### config.mk
export PLATFORM = sky130hd
export DESIGN_NAME = bit_stuffer
export DESIGN_NICKNAME = d
export VERILOG_FILES = /design/src/rtl/usb_tx_pkg.sv /design/src/rtl/counter.sv /design/src/rtl/bit_stuffer.sv
export SDC_FILE = /design/constraint.sdc
export NUM_CORES = 1
export LEC_CHECK = 0
export ABC_AREA = 1
export CORE_AREA = 5 5 42 44
export DETAILED_ROUTE_END_ITERATION = 7
export DIE_AREA = 0 0 47 49
export HOLD_SLACK_MARGIN = 0.08
export PLACE_DENSITY = 0.77
export SLEW_MARGIN = 30
export SYNTH_ARGS = -nofsm -noshare
export SYNTH_HDL_FRONTEND = slang
export SYNTH_SLANG_ARGS = --single-unit
### constraint.sdc
create_clock -name clk -period 4.8 [get_ports clk]
set_input_delay 0.96 -clock clk [delete_from_list [all_inputs] [get_ports clk]]
set_output_delay 0.96 -clock clk [all_outputs]
set_load 0.005 [all_outputs]
### src/rtl/usb_tx_pkg.sv
// Shared definitions for the USB transmit path: stuffer state encoding,
// SYNC pattern and the packet-type codes agreed with the CRC stage.
package usb_tx_pkg;

    localparam int RUN_LEN_DEFAULT = 6;

    localparam logic [7:0] SYNC = 8'b0000_0001;

    typedef enum logic [1:0] {
        ST_IDLE  = 2'd0,
        ST_RUN   = 2'd1,
        ST_STUFF = 2'd2,
        ST_END   = 2'd3
    } stuff_state_e;

    typedef enum logic [3:0] {
        PID_OUT   = 4'b0001,
        PID_IN    = 4'b1001,
        PID_SOF   = 4'b0101,
        PID_SETUP = 4'b1101,
        PID_DATA0 = 4'b0011,
        PID_DATA1 = 4'b1011,
        PID_ACK   = 4'b0010,
        PID_NAK   = 4'b1010,
        PID_STALL = 4'b1110
    } pid_e;

    // The PID byte on the wire carries the inverted code in its upper nibble.
    function automatic logic [7:0] pid_byte(input pid_e pid);
        return {~pid, pid};
    endfunction

endpackage

### src/rtl/counter.sv
// Up counter with synchronous clear. Clear and enable together restart the
// count at 1, so an event that both starts a run and counts in it is one step.
module counter #(
    parameter int W = 3
) (
    input  logic         clk,
    input  logic         rst_n,
    input  logic         i_clr,
    input  logic         i_en,
    output logic [W-1:0] o_count
);

    // NOTE: sequential state is only ever written with non-blocking assignments,
    // so every flop samples the pre-edge values of its neighbours.
    always_ff @(posedge clk or negedge rst_n) begin
        if (!rst_n) begin
            o_count <= '0;
        end else if (i_clr) begin
            o_count <= i_en ? W'(1) : '0;
        end else if (i_en) begin
            o_count <= o_count + W'(1);
        end
    end

endmodule

### src/rtl/bit_stuffer.sv
// USB transmit bit stuffer: forwards the CRC stage's serial stream, inserts a 0
// after every RUN_LEN consecutive 1s and re-frames the packet for NRZI.
module bit_stuffer
    import usb_tx_pkg::*;
#(
    parameter int RUN_LEN = RUN_LEN_DEFAULT
) (
    input  logic clk,
    input  logic rst_n,
    input  logic s_in,
    input  logic start_b,
    input  logic endr_b,
    output logic pause,
    output logic s_out,
    output logic valid_out,
    output logic start_out,
    output logic end_out,
    output logic busy,
    output logic err
);

    localparam logic [2:0] RUN_LEN_W = 3'(RUN_LEN);

    stuff_state_e r_state;
    stuff_state_e w_state_nxt;
    logic         r_end_pend;
    logic         w_end_pend_nxt;

    logic r_pause;
    logic r_s_out;
    logic r_valid_out;
    logic r_start_out;
    logic r_end_out;
    logic r_busy;
    logic r_err;

    logic       w_accept;
    logic       w_stuff_hit;
    logic       w_cnt_clr;
    logic       w_cnt_en;
    logic       w_err_nxt;
    logic       w_end_out_nxt;
    logic       w_busy_nxt;
    logic [2:0] w_ones;
    logic [2:0] w_ones_nxt;

    // start_b always wins: it takes the bit even mid-packet and restarts framing.
    assign w_accept    = start_b || (r_state == ST_RUN && !endr_b);
    assign w_ones_nxt  = start_b ? 3'd1 : w_ones + 3'd1;
    assign w_stuff_hit = w_accept && s_in && (w_ones_nxt == RUN_LEN_W);

    assign w_cnt_en  = w_accept && s_in;
    assign w_cnt_clr = (w_accept && (start_b || !s_in))
                     || (r_state == ST_STUFF && !w_accept);

    counter #(
        .W(3)
    ) u_ones_cnt (
        .clk     (clk),
        .rst_n   (rst_n),
        .i_clr   (w_cnt_clr),
        .i_en    (w_cnt_en),
        .o_count (w_ones)
    );

    always_ff @(posedge clk or negedge rst_n) begin
        if (!rst_n) begin
            r_state    <= ST_IDLE;
            r_end_pend <= 1'b0;
        end else begin
            r_state    <= w_state_nxt;
            r_end_pend <= w_end_pend_nxt;
        end
    end

    // NOTE: every signal driven here gets a default first, so no path through
    // the case statement can leave one unassigned and infer a latch.
    always_comb begin
        w_state_nxt    = r_state;
        w_end_pend_nxt = r_end_pend;
        w_err_nxt      = 1'b0;
        w_end_out_nxt  = 1'b0;

        if (start_b) begin
            w_state_nxt    = w_stuff_hit ? ST_STUFF : ST_RUN;
            w_end_pend_nxt = 1'b0;
            w_err_nxt      = endr_b
                          || r_state == ST_RUN
                          || r_state == ST_STUFF
                          || (r_state == ST_END && r_end_pend);
        end else begin
            unique case (r_state)
                ST_IDLE: begin
                    w_err_nxt = endr_b;
                end
                ST_RUN: begin
                    if (endr_b) begin
                        w_state_nxt   = ST_END;
                        w_end_out_nxt = 1'b1;
                    end else if (w_stuff_hit) begin
                        w_state_nxt = ST_STUFF;
                    end
                end
                ST_STUFF: begin
                    // End of packet seen while the stuffed 0 goes out: end_out
                    // is deferred one cycle through END with end_pend set.
                    if (endr_b || r_end_pend) begin
                        w_state_nxt    = ST_END;
                        w_end_pend_nxt = 1'b1;
                    end else begin
                        w_state_nxt = ST_RUN;
                    end
                end
                ST_END: begin
                    w_state_nxt    = ST_IDLE;
                    w_end_pend_nxt = 1'b0;
                    w_end_out_nxt  = r_end_pend;
                    w_err_nxt      = endr_b && !r_end_pend;
                end
                default: begin
                    w_state_nxt    = ST_IDLE;
                    w_end_pend_nxt = 1'b0;
                end
            endcase
        end
    end

    // Busy covers the deferred-end cycle too, and falls with end_out.
    assign w_busy_nxt = (w_state_nxt == ST_RUN)
                     || (w_state_nxt == ST_STUFF)
                     || (w_state_nxt == ST_END && w_end_pend_nxt);

    // All outputs are flops so reset clears them at once and none can glitch.
    always_ff @(posedge clk or negedge rst_n) begin
        if (!rst_n) begin
            r_pause     <= 1'b0;
            r_s_out     <= 1'b0;
            r_valid_out <= 1'b0;
            r_start_out <= 1'b0;
            r_end_out   <= 1'b0;
            r_busy      <= 1'b0;
            r_err       <= 1'b0;
        end else begin
            r_pause     <= (w_state_nxt == ST_STUFF);
            r_s_out     <= w_accept && s_in;
            r_valid_out <= w_accept || (r_state == ST_STUFF);
            r_start_out <= start_b;
            r_end_out   <= w_end_out_nxt;
            r_busy      <= w_busy_nxt;
            r_err       <= w_err_nxt;
        end
    end

    assign pause     = r_pause;
    assign s_out     = r_s_out;
    assign valid_out = r_valid_out;
    assign start_out = r_start_out;
    assign end_out   = r_end_out;
    assign busy      = r_busy;
    assign err       = r_err;

endmodule

==> impl_metrics.yaml, run 1 <==
clocking:
  cts-htree-levels: 1
  holdBufCountCts: 0
  cts.sinks: 13
  cts_resized: 0
  clkTransAtPathRegs_ns: 0.08
  cts_tree: "built"
  cts_setup_buffers: 0
  cts_buffer_depth: 2
  clock-root-buffer: "clkbuf_4"
  cts_made_buffers: 3
  clock_latency_ns: 0.27
drt:
  ant_nets: 0
  first_pass_iters: 4
  vias_per_cell: 5.000
  drcViolationCount: 0
  wl_per_cell_um: 10.99
  num_vias: 515
  wirelength_um: 1132
  drtIter0Drc: 27
finish:
  fin_nets: 101
  n_antenna_cell: 0
  layout-drive-gt1-share: 0.08046
  final_core_util: 0.5893
  nFillCells: 131
  final_area_um2: 825.8
  area_growth_syn_to_layout_pct: 23.36
sta:
  worst_pin_slew_ns: 0.5273
  finalCriticalPeriod_ns: 2.651
  rsz0062_at_grt: "false"
  setup_slack_ns: 2.149
  hold_viol: 0
  worst_slew_margin_rel: 0.6474
  setup-violations-final: 0
  drv_slew: 0
  fmax_mhz: 377.3
  tns_ns: 0
  fin_crit_sh: 0.5522
  fin_worst_skew_ns: 0.006069
logic_synthesis:
  synth_area_um2: 669.4
  ys_types: 16
  ys_ff_latch: 13
  synth_ff_type: "dfrtp_1"
  syn_nets: 85
  synth_edf_count: 0
  syn_inst: 72
  yosys.area.top_type: "dfrtp_1"
  ys_async_sr_fraction: 1.000
  ys_warn_count: 0
  synthTopCellsByArea: "dfrtp_1, ha_1, nand2_1"
  synth_seq_area_share: 0.4860
  yosys-top-cells-count: "nand2_1, dfrtp_1, inv_1, ha_1, nor2_1"
  synth.most_common_cell: "nand2_1"
  avgSynthCellArea_um2: 9.297
  synth_top_area_frac: 0.4860
die:
  coreArea_um2: 1401
  io_pins: 12
  start_util: 0.4777
  die_area_um2: 2303
  num_rows: 14
  chipHeight_um: 49
  die_w_um: 47
place:
  routabilityCongestion: 0.8897
  place_area_um2: 799.5
  dpl.hpwl_um: 878.4
  dp_slack_ns: 1.883
  io_buffer_count: 11
power_and_ir_drop:
  p_leak_nw: 0.4076
  p_total_mw: 0.3927
  p_per_area_nw_per_um2: 475.5
  irDropWorstVdd_v: 0.0002260
worst_setup_path:
  r2r-start: "r_state[1]"
  r2r_setup_slack_ns: 2.65
  crit_family: "buffers and inverters"
  path_class: "primary input to register"
  cp-start-kind: "primary input"
  arrival_ns: 2.82
  cp_slowest_stage_delay_ns: 0.62
  cp_common_cell: "nand2_1"
  cp_cell_sequence: "clkdlybuf4s50_1 > inv_2 > a21boi_4 > nand2_2 > nand2_1 > nand2_1 > nand2_1 > nand2_1 > nor2_1 > ha_1 > a21o_1"
  reg2reg_to: "busy"
  cp.required_ns: 4.97
  path_max_fanout: 7
  worst_setup_path_end_kind: "register"
  crit_path_top_delay_cell: "clkdlybuf4s50_1"
  rr_worst_depth: 12
  worstPathBufferInverterCount: 2
global_routing:
  grt_first_pass_wirelength_um: 1987
  overflow: 0
  antenna_found_initial: 0
  grt.total_usage: 0.1179
  grt_max_degree: 14
  first_global_vias: 477
worst_hold_path:
  hold_path_end: "u_ones_cnt.o_count[1]"
  hold_path.startpoint: "u_ones_cnt.o_count[1]"
  hold_depth: 2
  hold_path_class: "register to register"
outcome:
  status: "finished, final reports clean"
job:
  drv_cap: 0
layout make-up:
type | count | area (um^2) | share of cell area
Clock buffer | 4 | 26.28 | 0.03182
Inverter | 10 | 37.54 | 0.04545
Multi-Input combinational cell | 49 | 306.5 | 0.3712
Sequential cell | 13 | 325.3 | 0.3939
Tap cell | 16 | 20.02 | 0.02424
Timing Repair Buffer | 11 | 110.1 | 0.1333
cells in the final DEF, fill, tap and decap left out, types with 3 or more instances in the layout:
cell type / instances
o21ai_0: 4
ha_1: 8
inv_1: 9
nand3_1: 4
nor2_1: 6
clkbuf_4: 3
dfrtp_1: 13
a21oi_1: 4
nand2_1: 16
clkdlybuf4s50_1: 11
worst register-to-register path, cell delays in order, from the launching register on:
cell	delay (ns)
dfrtp_1	0.43
inv_1	0.16
ha_1	0.26
nand2_1	0.13
a21boi_4	0.20
nand2_2	0.07
nand2_1	0.06
nand2_1	0.04
nand2_1	0.05
nand2_1	0.04
nor2_1	0.17
ha_1	0.28
a21o_1	0.16
sequential cells by signal, indices dropped and copies added, names as in the netlist:
register,count
u_ones_cnt.o_count,3
r_state,2
busy,1
end_out,1
err,1
pause,1
r_end_pend,1
s_out,1
start_out,1
valid_out,1
how the worst max path moves through the flow:
stage	from	depth (start not counted)	endpoint	slack (ns)
after floorplan	endr_b	11	busy	2.61
after global placement	start_b	11	busy	1.90
after detailed placement	start_b	11	busy	1.88
after CTS	start_b	11	busy	2.16
after global routing	start_b	12	busy	1.99
final	start_b	11	busy	2.15
through the flow:
stage	cells	hold slack (ns)
detailed placement	99	0.5422
floorplan	72	0.5140
finish	103	0.5528
global route	103	0.5820
global placement	99	0.5324
CTS	103	0.5529
logic make-up after synthesis:
family          count (synthesis)  share of synthesized area
compound gates                 12                     0.1215
flops                          13                     0.4860
fa+ha+maj                       8                     0.1495
simple gates                   29                     0.1869
buf+inv                        10                    0.05607
where the power goes:
| group | switching (mW) | leakage [nW] | internal (mW) |
|---|---|---|---|
| logic | 0.0938 | 0.232 | 0.0801 |
| registers | 0.0169 | 0.161 | 0.137 |
| clock network | 0.0327 | 0.0150 | 0.0322 |
layer usage:
layer / wire length [um] / track usage
met4: 29 / 0.08295
met1: 493 / 0.1586
met5: 0 / 0
met3: 71 / 0.01107
met2: 536 / 0.1697
(Power assumes the default switching activity.)
==> inputs of run 2 (changes only) <==
- CORE_AREA: 5 5 42 44 -> not set
- CORE_MARGIN: not set -> 5
- CORE_UTILIZATION: not set -> 44
- DIE_AREA: 0 0 47 49 -> not set
- PLACE_DENSITY: 0.77 -> 0.71
- clock period: 4.8 -> 2.2 ns (I/O delays scaled with it)
==> run 2 against run 1 <==
Via count up 2.7%; non-clock buffer count is 5 higher; sequential cell count did not move; worst setup slack lost 2.0 ns; die area is 4.3% higher; critical path depth up 1; clock power increased by 120%; largest cell class unchanged; largest power group unchanged; combinational power grew 120%; design area grew 4.5%; core utilization down 0.26 points; critical path type is now register to register; clock-buffer cell count unchanged.
==> impl_metrics.yaml, run 2 (synthesized netlist as in run 1, its figures left out) <==
finish:
  layout-drive-gt1-share: 0.1304
  regMostFlops: "u_ones_cnt.o_count"
  final_common_cell: "nand2_1"
  nFillCells: 139
  n_antenna_cell: 0
  fin_nets: 106
  final_cell_mix: "nand2_1, dfrtp_1, clkdlybuf4s50_1"
  reg_top3: "u_ones_cnt.o_count (3), r_state (2)"
  area_growth_syn_to_layout_pct: 28.97
  largest_register_ffs: 3
worst_setup_path:
  cp_common_cell: "nand2_1"
  path_max_fanout: 5
  cp.required_ns: 2.37
  arrival_ns: 2.22
  cp_cell_sequence: "inv_1 > ha_1 > nand2_1 > a21boi_4 > nand2_2 > nand2_1 > nand2_1 > nand2_1 > nand2_1 > nor2_1 > ha_1 > a21o_1"
  worst_setup_path_end_kind: "register"
  cp_slowest_stage_delay_ns: 0.42
  cp-start-kind: "register"
  worstPathBufferInverterCount: 1
  crit_path_start: "r_state[1]"
  crit_path_top_delay_cell: "dfrtp_1"
  path_class: "register to register"
  r2r-start: "r_state[1]"
  crit_family: "simple AND/OR/NAND/NOR gates"
clocking:
  clkTransAtPathRegs_ns: 0.07
  cts_tree: "built"
  holdBufCountCts: 0
  cts_resized: 0
  clock_latency_ns: 0.28
  cts_setup_buffers: 0
  cts.sinks: 13
  cts_buffer_depth: 2
  cts-htree-levels: 1
  clock-root-buffer: "clkbuf_4"
  cts_made_buffers: 3
drt:
  num_vias: 529
  ant_nets: 0
  wl_per_cell_um: 11.71
  drtIter0Drc: 5
  wirelength_um: 1265
  vias_per_cell: 4.898
  drcViolationCount: 0
  first_pass_iters: 4
sta:
  setup_slack_ns: 0.1542
  worst_pin_slew_ns: 0.5570
  tns_ns: 0
  setup-violations-final: 0
  rsz0062_at_grt: "false"
  fin_worst_skew_ns: 0.001843
  drv_slew: 0
  fin_crit_sh: 0.9299
  fmax_mhz: 488.8
  worst_slew_margin_rel: 0.6275
  finalCriticalPeriod_ns: 2.046
  hold_viol: 0
power_and_ir_drop:
  power_frac_seq: 0.387
  swShare: 0.3559
  switchingPower_mw: 0.3081
  clkPwrFrac: 0.165
  p_leak_nw: 0.4322
  p_comb_frac: 0.448
  p_per_area_nw_per_um2: 1003
  irDropWorstVdd_v: 0.0005497
  internal-power_mw: 0.5576
place:
  dpl.hpwl_um: 1016
  dp_slack_ns: 0.03401
  io_buffer_count: 11
  routabilityCongestion: 0.7498
worst_hold_path:
  hold_path_class: "primary input to asynchronous set/reset pin"
die:
  start_util: 0.4549
  coreArea_um2: 1471
  chipHeight_um: 49.01
  die_area_um2: 2401
  num_rows: 14
  io_pins: 12
  die_w_um: 49.01
job:
  drv_cap: 0
global_routing:
  antenna_found_initial: 0
  grt.total_usage: 0.1161
  overflow: 0
  grt_first_pass_wirelength_um: 2194
  grt_max_degree: 14
  first_global_vias: 531
outcome:
  status: "finished, final reports clean"
-- run 2: cell count changes in the layout (fill, tap and decap cells not counted), sizes merged --
cell and delta:
buf +5
-- run 2: stage by stage --
stage	area (um^2)	util	hold slack [ns]	power [mW]	std cells
6_report	863.3	0.5867	0.5206	0.8657	108
4_1_cts	863.3	0.5867	0.5355	0.8758	108
5_1_grt	863.3	0.5867	0.5618	0.9435	108
3_5_place_dp	837.1	0.5689	0.5543	0.7265	104
2_1_floorplan	669.4	-	0.1444	0.5749	72
3_3_place_gp	837.1	0.5689	0.5391	0.7221	104
-- run 2: layout make-up --
cell class                      count  area, um^2  area share
Inverter                           10       37.54     0.04348
Multi-Input combinational cell     49       306.5      0.3551
Clock buffer                        4       26.28     0.03043
Timing Repair Buffer               16       147.6      0.1710
Tap cell                           16       20.02     0.02319
Sequential cell                    13       325.3      0.3768
-- run 2: path summary, 6_finish.rpt --
kind | depth (start not counted) | slack [ns] | to
setup / recovery | 12 | 0.15 | busy
hold / removal | 1 | 0.52 | u_ones_cnt.o_count[1]
setup reg to reg | 12 | 0.15 | busy
hold reg to reg | 2 | 0.56 | u_ones_cnt.o_count[1]
max in group asynchronous | 1 | 1.32 | err
min in group clk | 2 | 0.56 | u_ones_cnt.o_count[1]
-- run 2: layer usage --
metal,track usage,vias to the layer above,share of wire
met1,0.1260,244,0.44
li1,-,270,-
met2,0.2065,13,0.49
met4,0.02691,0,0.0063
met3,0.04893,2,0.064
met5,0,-,0
-- run 2: power groups by stage --
stage / clock network [mW] / registers, mW / logic [mW]
detailed placement: 0 / 0.339 / 0.387
global placement: 0 / 0.340 / 0.382
global route: 0.162 / 0.344 / 0.438
floorplan: 0 / 0.339 / 0.236
CTS: 0.150 / 0.335 / 0.390
finish: 0.143 / 0.335 / 0.388
==> patch, RTL diff (flow settings as in run 1) <==
Encoding of `stuff_state_e`: now Gray code (2 bits for 4 states).
--- a/src/rtl/usb_tx_pkg.sv
+++ b/src/rtl/usb_tx_pkg.sv
@@ -8,8 +8,8 @@
 
     typedef enum logic [1:0] {
-        ST_IDLE  = 2'd0,
-        ST_RUN   = 2'd1,
-        ST_STUFF = 2'd2,
-        ST_END   = 2'd3
+        ST_IDLE  = 2'b00,
+        ST_RUN   = 2'b01,
+        ST_STUFF = 2'b11,
+        ST_END   = 2'b10
     } stuff_state_e;
 
Behaviour: same outputs for any inputs over 10 cycles, from zero or initial values and one cycle with rst_n low; not proved beyond that.
==> patch against run 1 <==
Global-route usage rose by 1.9 points. Non-clock buffer count did not move. Sequential share of layout area rose by 0.54 points. Hold slack improved by 0.011 ns. Register-to-register slack improved by 0.51 ns. Worst setup slack improved by 0.49 ns. Sequential cell count did not move. Routed wire length rose by 7.2%. Clock skew rose by 0.00059 ns. Count of clock-buffer cells in the layout did not move. Design area fell by 1.4%. Area after synthesis fell by 1.7%. Core utilization fell by 0.80 points. Power rose by 5.9%. Largest power group unchanged. Highest routed layer unchanged.
==> patch: results <==
set metrics [dict create \
    status "complete, no violations" \
    leakagePower_nw 0.402 \
    slew_headroom 0.619 \
    vias 498 \
    fin_hold_ws_ns 0.564 \
    track_usage 0.137 \
    grt_pass1_wl_microns 2260 \
    ys.flop_type "dfrtp_1" \
    grt_pass1_vias 508 \
    drtIter0Drc 12 \
    synthArstFlopShare 1.00 \
    synth_area_leaders "dfrtp_1 49%, ha_1 9.5%, nand2_1 8.0%" \
    drt-pass1-iter-count 4 \
    antenna_cells 0 \
    clockBufferDepth 2 \
    dpl_cell_area_sq_um 788 \
    crit_arrival_ns 2.37 \
    gp_congestion 0.917 \
    dp_cells 102 \
    irDropWorstVdd_uv 262 \
    final_cells 106 \
    drive_gt1_frac 0.122 \
    dpl.hpwl_microns 947 \
    synth_common_cells "14 x nand2_1, 13 x dfrtp_1, 12 x inv_1" \
    critical_path.slowest_cell "clkdlybuf4s50_1" \
    cts_resized 0 \
    syn_inst 75 \
    place_ws_ns 2.34 \
    crit_fanout 8 \
    clock_skew_ns 0.00666 \
    avgRoutedWirePerCell_microns 11.5 \
    yosysSeqAreaShare 0.494 \
    max_stage_delay_ns 0.61 \
]
-- patch: power by group --
part / switching (mW) / leakage (nW) / internal [mW]
logic: 0.104 / 0.224 / 0.0841
clock network: 0.0366 / 0.0150 / 0.0323
registers: 0.0168 / 0.163 / 0.142
total: 0.158 / 0.402 / 0.258
-- patch: worst min-delay path, delay by kind of cell, from the launching register on --
| family | cells | cell delay [ns] |
|---|---|---|
| DFF | 1 | 0.40 |
| AOI/OAI and AO/OA | 1 | 0.06 |
| and+or+nand+nor | 1 | 0.08 |
-- patch: final cells by class --
type                       instances  area (sq um)
fill                             130           587
sequential                        13           325
multi-input combinational         48           280
timing repair buffer              11           110
inverter                          14          52.6
clock buffer                       4          26.3
tap                               16          20.0
-- patch: path summary, 6_finish.rpt --
kind / start / depth (start not counted) / slack, ns / end
min in group asynchronous: rst_n / 1 / 1.04 / end_out
max in group asynchronous: rst_n / 1 / 3.38 / err
worst max-delay path: start_b / 9 / 2.64 / pause
worst max register to register: r_state[1] / 10 / 3.16 / pause
worst min register to register: r_end_pend / 2 / 0.56 / end_out
worst min-delay path: r_end_pend / 2 / 0.56 / end_out
-- patch: layer usage --
layer	vias to the layer above	global-route usage	share of wire
met3	3	0.0332	0.056
met1	218	0.167	0.44
met2	12	0.215	0.49
met5	-	0	0
met4	0	0.0691	0.021
li1	265	-	-
-- patch: cell families after synthesis --
family | share of synthesized area
adder cells (fa/ha/maj) | 0.0951
flip-flops | 0.494
AO/OA/AOI/OAI | 0.114
AND/OR/NAND/NOR | 0.217
buffers and inverters | 0.0798
